<file path="src/rtl/uart_tx_arb_if.sv">
`timescale 1ns/1ps
`default_nettype none
// +----------------------------------------------------------------------+
// | Module      : uart_tx_arb_if                                         |
// | Description : Requester and transmitter signals of the line arbiter. |
// | Revision    : 1.0  initial release                                   |
// +----------------------------------------------------------------------+
interface uart_tx_arb_if;
   logic       src0_vld;
   logic [7:0] src0_data;
   logic       src0_rd;
   logic       src1_vld;
   logic [7:0] src1_data;
   logic       src1_rd;
   logic       tx_ready;
   logic [7:0] tx_data;
   logic       tx_rd;
   logic       grant;
   logic       busy;

   modport master (
      output src0_vld, src0_data, src1_vld, src1_data, tx_rd,
      input  src0_rd, src1_rd, tx_ready, tx_data, grant, busy
   );

   modport slave (
      input  src0_vld, src0_data, src1_vld, src1_data, tx_rd,
      output src0_rd, src1_rd, tx_ready, tx_data, grant, busy
   );
endinterface
`default_nettype wire

</file>
<file path="src/rtl/uart_tx_arb.sv">
`timescale 1ns/1ps
`default_nettype none
// +----------------------------------------------------------------------+
// | Module      : uart_tx_arb                                            |
// | Description : Two-requester round-robin line arbiter for a UART TX;  |
// |               a grant is held until the line terminator is sent.     |
// |               Define ARB_TIMEOUT_EN to force-terminate stalled lines.|
// | Revision    : 1.0  initial release                                   |
// +----------------------------------------------------------------------+
module uart_tx_arb #(
   parameter int unsigned TIMEOUT_CYC = 255,
   parameter logic [7:0]  NL_CHAR     = 8'h0a
) (
   input  logic         clk,
   input  logic         rst,
   uart_tx_arb_if.slave bus
);
   localparam logic [1:0] c_IDLE   = 2'd0;
   localparam logic [1:0] c_XFER   = 2'd1;
`ifdef ARB_TIMEOUT_EN
   localparam logic [1:0] c_INJ_NL = 2'd2;
   localparam int unsigned c_CNT_W = (TIMEOUT_CYC < 2) ? 1 : $clog2(TIMEOUT_CYC + 1);
   localparam logic [c_CNT_W-1:0] c_TIMEOUT = c_CNT_W'(TIMEOUT_CYC);
`endif

   logic [1:0] state_q, state_d;
   logic       grant_q, grant_d;
   logic       last_served_q, last_served_d;
`ifdef ARB_TIMEOUT_EN
   logic [c_CNT_W-1:0] idle_cnt_q, idle_cnt_d;
`else
   // Without the timeout a stalled owner keeps the line; TIMEOUT_CYC is inert here.
   if (TIMEOUT_CYC > 0) begin : g_no_timeout
   end else begin : g_no_timeout_zero
   end
`endif

   logic       w_own_vld;
   logic [7:0] w_own_data;
   logic       w_own_xfer;
   logic       w_tx_ready;
   logic [7:0] w_tx_data;
   logic       w_src0_rd;
   logic       w_src1_rd;

   assign w_own_vld  = grant_q ? bus.src1_vld  : bus.src0_vld;
   assign w_own_data = grant_q ? bus.src1_data : bus.src0_data;
   assign w_own_xfer = w_own_vld & bus.tx_rd;

   always_ff @(posedge clk or posedge rst) begin
      if (rst) begin
         state_q       <= c_IDLE;
         grant_q       <= 1'b0;
         last_served_q <= 1'b1;
`ifdef ARB_TIMEOUT_EN
         idle_cnt_q    <= '0;
`endif
      end else begin
         state_q       <= state_d;
         grant_q       <= grant_d;
         last_served_q <= last_served_d;
`ifdef ARB_TIMEOUT_EN
         idle_cnt_q    <= idle_cnt_d;
`endif
      end
   end

   always_comb begin
      state_d       = state_q;
      grant_d       = grant_q;
      last_served_d = last_served_q;
`ifdef ARB_TIMEOUT_EN
      idle_cnt_d    = idle_cnt_q;
`endif
      case (state_q)
         c_IDLE: begin
`ifdef ARB_TIMEOUT_EN
            idle_cnt_d = '0;
`endif
            if (bus.src0_vld || bus.src1_vld) begin
               state_d = c_XFER;
               // On contention the requester served less recently wins.
               if (bus.src0_vld && bus.src1_vld)
                  grant_d = ~last_served_q;
               else
                  grant_d = bus.src1_vld;
            end
         end
         c_XFER: begin
            if (w_own_xfer) begin
`ifdef ARB_TIMEOUT_EN
               idle_cnt_d = '0;
`endif
               if (w_own_data == NL_CHAR) begin
                  state_d       = c_IDLE;
                  last_served_d = grant_q;
               end
            end
`ifdef ARB_TIMEOUT_EN
            else if (!w_own_vld) begin
               idle_cnt_d = idle_cnt_q + 1'b1;
               if (idle_cnt_d >= c_TIMEOUT)
                  state_d = c_INJ_NL;
            end
`endif
         end
`ifdef ARB_TIMEOUT_EN
         c_INJ_NL: begin
            idle_cnt_d = '0;
            if (bus.tx_rd) begin
               state_d       = c_IDLE;
               last_served_d = grant_q;
            end
         end
`endif
         default: state_d = c_IDLE;
      endcase
   end

   always_comb begin
      w_tx_ready = 1'b0;
      w_tx_data  = 8'h00;
      w_src0_rd  = 1'b0;
      w_src1_rd  = 1'b0;
      case (state_q)
         c_XFER: begin
            w_tx_ready = w_own_vld;
            w_tx_data  = w_own_data;
            w_src0_rd  = ~grant_q & w_own_xfer;
            w_src1_rd  = grant_q & w_own_xfer;
         end
`ifdef ARB_TIMEOUT_EN
         c_INJ_NL: begin
            w_tx_ready = 1'b1;
            w_tx_data  = NL_CHAR;
         end
`endif
         default: ;
      endcase
   end

   assign bus.tx_ready = w_tx_ready;
   assign bus.tx_data  = w_tx_data;
   assign bus.src0_rd  = w_src0_rd;
   assign bus.src1_rd  = w_src1_rd;
   assign bus.grant    = grant_q;
   assign bus.busy     = (state_q != c_IDLE);
endmodule
`default_nettype wire
</file>
<file path="src/flat_wrapper.sv">
// flat-port wrapper written by rule: the top's interface ports become plain ports
module uart_tx_arb_flat 
#(
   parameter int unsigned TIMEOUT_CYC = 255,
   parameter logic [7:0]  NL_CHAR     = 8'h0a
)
  (clk, rst, bus_src0_vld, bus_src0_data, bus_src1_vld, bus_src1_data, bus_tx_rd, bus_src0_rd, bus_src1_rd, bus_tx_ready, bus_tx_data, bus_grant, bus_busy);
  uart_tx_arb_if bus_i ();
  input  logic clk;
  input  logic rst;
  input wire logic [$bits(bus_i.src0_vld)-1:0] bus_src0_vld;
  input wire logic [$bits(bus_i.src0_data)-1:0] bus_src0_data;
  input wire logic [$bits(bus_i.src1_vld)-1:0] bus_src1_vld;
  input wire logic [$bits(bus_i.src1_data)-1:0] bus_src1_data;
  input wire logic [$bits(bus_i.tx_rd)-1:0] bus_tx_rd;
  output wire logic [$bits(bus_i.src0_rd)-1:0] bus_src0_rd;
  output wire logic [$bits(bus_i.src1_rd)-1:0] bus_src1_rd;
  output wire logic [$bits(bus_i.tx_ready)-1:0] bus_tx_ready;
  output wire logic [$bits(bus_i.tx_data)-1:0] bus_tx_data;
  output wire logic [$bits(bus_i.grant)-1:0] bus_grant;
  output wire logic [$bits(bus_i.busy)-1:0] bus_busy;
  assign bus_i.src0_vld = bus_src0_vld;
  assign bus_i.src0_data = bus_src0_data;
  assign bus_i.src1_vld = bus_src1_vld;
  assign bus_i.src1_data = bus_src1_data;
  assign bus_i.tx_rd = bus_tx_rd;
  assign bus_src0_rd = bus_i.src0_rd;
  assign bus_src1_rd = bus_i.src1_rd;
  assign bus_tx_ready = bus_i.tx_ready;
  assign bus_tx_data = bus_i.tx_data;
  assign bus_grant = bus_i.grant;
  assign bus_busy = bus_i.busy;
  uart_tx_arb #(.TIMEOUT_CYC(TIMEOUT_CYC), .NL_CHAR(NL_CHAR)) u_core (.clk(clk), .rst(rst), .bus(bus_i));
endmodule
</file>
<file path="config.mk">
export PLATFORM = sky130hd
export DESIGN_NAME = uart_tx_arb_flat
export DESIGN_NICKNAME = d
export VERILOG_FILES = /design/src/rtl/uart_tx_arb_if.sv /design/src/rtl/uart_tx_arb.sv /design/src/flat_wrapper.sv
export SDC_FILE = /design/constraint.sdc
export NUM_CORES = 1
export LEC_CHECK = 0
export BUFFER_PORTS_ARGS = -buffer_cell sky130_fd_sc_hd__buf_2
export CAP_MARGIN = 20
export CELL_PAD_IN_SITES_DETAIL_PLACEMENT = 1
export CELL_PAD_IN_SITES_GLOBAL_PLACEMENT = 1
export CORE_AREA = 2 2 46 48
export DETAILED_ROUTE_END_ITERATION = 10
export DIE_AREA = 0 0 48 50
export GPL_ROUTABILITY_DRIVEN = 1
export HOLD_SLACK_MARGIN = 0.02
export PLACE_DENSITY_LB_ADDON = 0.3
export SETUP_SLACK_MARGIN = 0.5
export SLEW_MARGIN = 20
export SYNTH_ARGS = -nofsm -noshare
export SYNTH_HDL_FRONTEND = slang
export SYNTH_SLANG_ARGS = --single-unit
</file>
<file path="constraint.sdc">
create_clock -name clk -period 1.65 [get_ports clk]
set_input_delay 0.33 -clock clk [delete_from_list [all_inputs] [get_ports clk]]
set_output_delay 0.33 -clock clk [all_outputs]
set_load 0.1 [all_outputs]
</file>
* Word-level counts from Yosys, hierarchy flattened
Cells that the tools add are included.
** Storage, ports and cells
- Input bits :: 21
- Word-level logic and storage cells :: 31
- Output and inout bits :: 13
- Register bits after elaboration :: 4
** Cells by class
- Reduce and logical (&&, ||, !) cells :: 7
- Equal/unequal tests :: 5
- Muxes and demuxes :: 11
- Bitwise gates (word level) :: 5
** Operator list (count)
- two-way mux 8 bit :: 2
- == test 8 x 4 -> 1 bit (second input constant) :: 1
- two-way mux 2 bit :: 3
- != test 2 x 1 -> 1 bit (second input constant) :: 3
- AND reduction 3 bit :: 2
- two-way mux 1 bit :: 5
- one-hot mux 2 bit (2 select lines) :: 1
- AND 1 bit :: 3
- == test 2 x 1 -> 1 bit (second input constant) :: 1
- zero test 2 bit :: 1
- inverter 1 bit :: 2
- AND reduction 2 bit :: 1
- nonzero test 2 bit :: 1
- logical AND 1 bit :: 1
- logical OR 1 bit :: 1

* Longest topological paths before layout
- Depth in word-level cells :: 5
- Depth in mapped cells :: 5
- Mapped depth without buffers :: 4

* Worst setup path before layout
Ideal clock, no wire load.
- Path kind :: reg-to-output
- Start point :: register u_core.grant_q (netlist: u_core.bus.grant)
- End point :: output port bus_src1_rd
- Slack :: -2.129 ns
- Path buffers :: 1
- Data required time :: 1.320 ns
- Arrival :: 3.449 ns
- Cell stages (with the launch flop) :: 5
- Cell sequence :: dfrtp_1 buf_6 mux2i_1 nor2_1 and3_1
** Between the ends
- Longest elaborated chain between the ends :: 4
** RTL lines
- from (decl) :: RTL line uart_tx_arb.sv:27 : logic grant_q, grant_d;
- from (signal assigned) :: RTL line uart_tx_arb.sv:60 : grant_q <= grant_d;
- two-way mux 1 bit :: RTL line uart_tx_arb.sv:46 : assign w_own_vld = grant_q ? bus.src1_vld : bus.src0_vld;
- AND 1 bit :: RTL line uart_tx_arb.sv:48 : assign w_own_xfer = w_own_vld & bus.tx_rd;
- AND 1 bit * :: RTL line uart_tx_arb.sv:130 : w_src1_rd = grant_q & w_own_xfer;
- two-way mux 1 bit * :: RTL line uart_tx_arb.sv:125 : case (state_q)
- to (decl) :: RTL line flat_wrapper.sv:17 : output wire logic [$bits(bus_i.src1_rd)-1:0] bus_src1_rd;
Every way passes the cells marked *; elsewhere a longest branch is shown, timed or not.

* Final worst setup path
- Start point :: register u_core.grant_q (netlist: u_core.bus.grant)
- End point :: output port bus_src0_rd
** Between the ends
- Longest elaborated chain between the ends :: 4
- Elaborated cells on any way between the ends :: 5
- Those cells by class :: mux: 2; bitwise: 3
** RTL lines
- two-way mux 1 bit :: RTL line uart_tx_arb.sv:46
- AND 1 bit :: RTL line uart_tx_arb.sv:48
- AND 1 bit * :: RTL line uart_tx_arb.sv:129 : w_src0_rd = ~grant_q & w_own_xfer;
- two-way mux 1 bit * :: RTL line uart_tx_arb.sv:125
- to (decl) :: RTL line flat_wrapper.sv:16 : output wire logic [$bits(bus_i.src0_rd)-1:0] bus_src0_rd;
Marked as above.

==> qor.yml <==
synthesis:
  synth_area_um2: 349
  syn_nets: 64
  synth_cell_types: 19
  ys_top_cells_by_area: "mux2i_1 23%, dfrtp_1 14%, nor2_1 11%"
  yosysTopAreaCell: "mux2i_1"
  synth_top_area_share_pct: 22.9
  synth_xor_area_share_pct: 0
  yosysWarnings: 0
  synth_fa_ha_area_share_pct: 0
  ys_seq_area_share_pct: 21.9
  netlist_instances: 43
  yosys_register_bits: 3
  synth_top_family_by_area: "simple AND/OR/NAND/NOR gates"
  synth-compound-area-share_pct: 8.60
  syn_area_per_cell_um2: 8.12
  synth-simple-area-share_pct: 35.8
  synth.mux.area_fraction_pct: 26.2
cells_and_area:
  final_nets: 115
  final_cells: 120
  fillers: 208
  antenna_cells: 0
  final_common_cell: "buf_2"
  final_cell_mix: "20 x buf_2, 13 x buf_12, 9 x nor2_4, 9 x buf_4, 6 x mux2i_2"
  final_core_util_pct: 57.0
  fin_area_mm2: 0.00108
  drive_above_1_share_pct: 86.0
  syn2layout_area_growth_pct: 210
timing:
  skew_ns: 0.00113
  finalSetupViolations: 13
  slew_viol_final: 0
  rsz0062_at_grt: "yes"
  timing.fmax_mhz: 523
  period_share_pct: 116
  hold_viol: 0
  setup_ws_ns: -0.260
  holdWs_ns: 0.378
  tightestPinTransition_ns: 0.354
  min_period_ns: 1.91
  max_slew_margin_pct: 76.1
placement:
  gp_congestion: 0.692
  post_dp_cell_area_um2: 868
  portBuffers: 33
  dpl.cell_count: 109
  post-dp-hpwl_um: 1280
setup_path:
  crit_required_ns: 1.32
  cp-start-kind: "flip-flop"
  r2r_setup_slack_ns: -0.24
  critPathMaxStageDelay_ns: 0.48
  path_class: "reg2out"
  reg2reg_depth: 5
  arrival_ns: 1.58
  r2r-start: "u_core.bus.grant"
  cp_num_buf_inv: 2
  crit_fanout: 3
  crit_chain: "buf_6 > mux2i_2 > nand3b_1 > nor2_4 > buf_12"
  slowest_stage: "dfrtp_4"
  r2r-end: "u_core.last_served_q"
  cp-end-kind: "output pin"
  cpLargestDelayFamily: "flip-flops"
route:
  final_antenna_net_count: 0
  wl_per_cell_um: 14.3
  via_per_inst: 4.35
  drcViolationCount: 0
  num_vias: 522
  detail_route.first_pass.iterations: 1
  wl_um: 1720
  drtIter0Drc: 0
min_path:
  hp-start: "bus_src1_vld"
  holdPathEnd: "u_core.state_q[0]"
  hp-class: "in2reg"
  whs_path_depth: 3
power_and_ir_drop:
  powerDensity_mw_per_mm2: 640
  p_leak_nw: 0.483
  irDropWorstVdd_uv: 334
clock_tree:
  htree_levels: 1
  root_buffer: "clkbuf_4"
  cts_buffer_depth: 2
  clk_pin_slew_worst_paths_ns: 0.04
  cts_tree: "yes"
  clkSinkCount: 3
  cts_made_buffers: 3
  clock_latency_ns: 0.24
floorplanning:
  rows: 16
  pin_count: 34
  coreArea_mm2: 0.00190
  die_x_um: 48
  start_util_pct: 18.4
  die-area_mm2: 0.00240
  die_h_um: 50
grt:
  grt_overflow: 0
  grt_max_degree: 6
  grt_pass1_wl_um: 2640
  grt_use_total_pct: 15.7
  antenna_found_initial: 0
  grt_pass1_vias: 582
outcome:
  failed_checks: "negative setup slack"
  status: "complete, but fails checks"
job:
  cap_violations: 0
[cells in the mapped netlist]
library cell	n
a21oi_1	1
a221oi_2	1
a32o_1	1
and3_1	1
buf_6	1
clkbuf_1	2
dfrtp_1	2
dfstp_2	1
inv_1	2
mux2_1	1
mux2i_1	8
nand2_1	4
nand2b_4	1
nand3b_1	2
nor2_1	10
nor3_1	2
nor4b_1	1
or4_1	1
or4_4	1
[how the worst max path moves through the flow]
stage | start | endpoint | slack, ns | cells after the start
2_1_floorplan | u_core.bus.grant | bus_src1_rd | -0.63 | 4
3_3_place_gp | u_core.bus.grant | u_core.last_served_q | -0.09 | 4
3_5_place_dp | u_core.bus.grant | u_core.last_served_q | -0.18 | 4
4_1_cts | u_core.bus.grant | bus_src0_rd | -0.27 | 5
5_1_grt | u_core.bus.grant | bus_src0_rd | -0.34 | 5
6_report | u_core.bus.grant | bus_src0_rd | -0.26 | 5
[kinds of logic after synthesis]
group / after synthesis
simple gates: 23
flops: 3
buf+inv: 5
mux: 9
compound gates: 3
[power by group]
part,internal (W),switching (W)
Combinational,0.000205,0.000274
Sequential,0.0000781,0.00000240
Clock,0.0000910,0.0000436
[final cells by class]
type                    count  area (µm²)  share of cell area (%)
clock buffers               4        26.3                    2.42
inverters                   2        7.51                   0.693
multi-input cells          35         402                    37.1
flip-flops and latches      3        83.8                    7.74
well taps                  27        33.8                    3.12
repair buffers             49         531                    49.0
[routing by layer]
metal | up-vias | part of all wire, % | track usage, %
li1 | 253 | - | -
met1 | 247 | 33 | 16.7
met2 | 20 | 61 | 28.4
met3 | 2 | 4.6 | 2.20
met4 | 0 | 1.0 | 6.76
met5 | - | 0 | 0
[flip-flops by register name, indices dropped and copies added, names as in the netlist]
| signal | flops |
|---|---|
| u_core.last_served_q | 1 |
| u_core.state_q | 1 |
| u_core.bus.grant | 1 |
[worst reg2reg max path: cells and delay by family, from the launching register on]
kind                   cells  cell delay (ns)
AO/OA/AOI/OAI              1             0.31
buffers and inverters      1             0.14
multiplexers               1             0.33
AND/OR/NAND/NOR            2             0.57
flip-flops                 1             0.48
[metrics by stage]
stage | power, W | TNS (ns) | setup slack [ns]
2_1_floorplan | 0.000339 | -3.87 | -0.628
3_3_place_gp | 0.000489 | -0.126 | -0.0933
3_5_place_dp | 0.000494 | -0.282 | -0.182
4_1_cts | 0.000687 | -1.98 | -0.275
5_1_grt | 0.000720 | -2.73 | -0.336
6_report | 0.000693 | -2.16 | -0.260
[what timing repair did]
action	CTS	global route
endpoints found under the hold margin	2	0
gates resized for setup	22	3
buffers inserted	3	2
setup endpoints to repair	16	16
hold buffers	1	0
pin swaps	6	2
cloned	1	0
(Power assumes the default switching activity.)
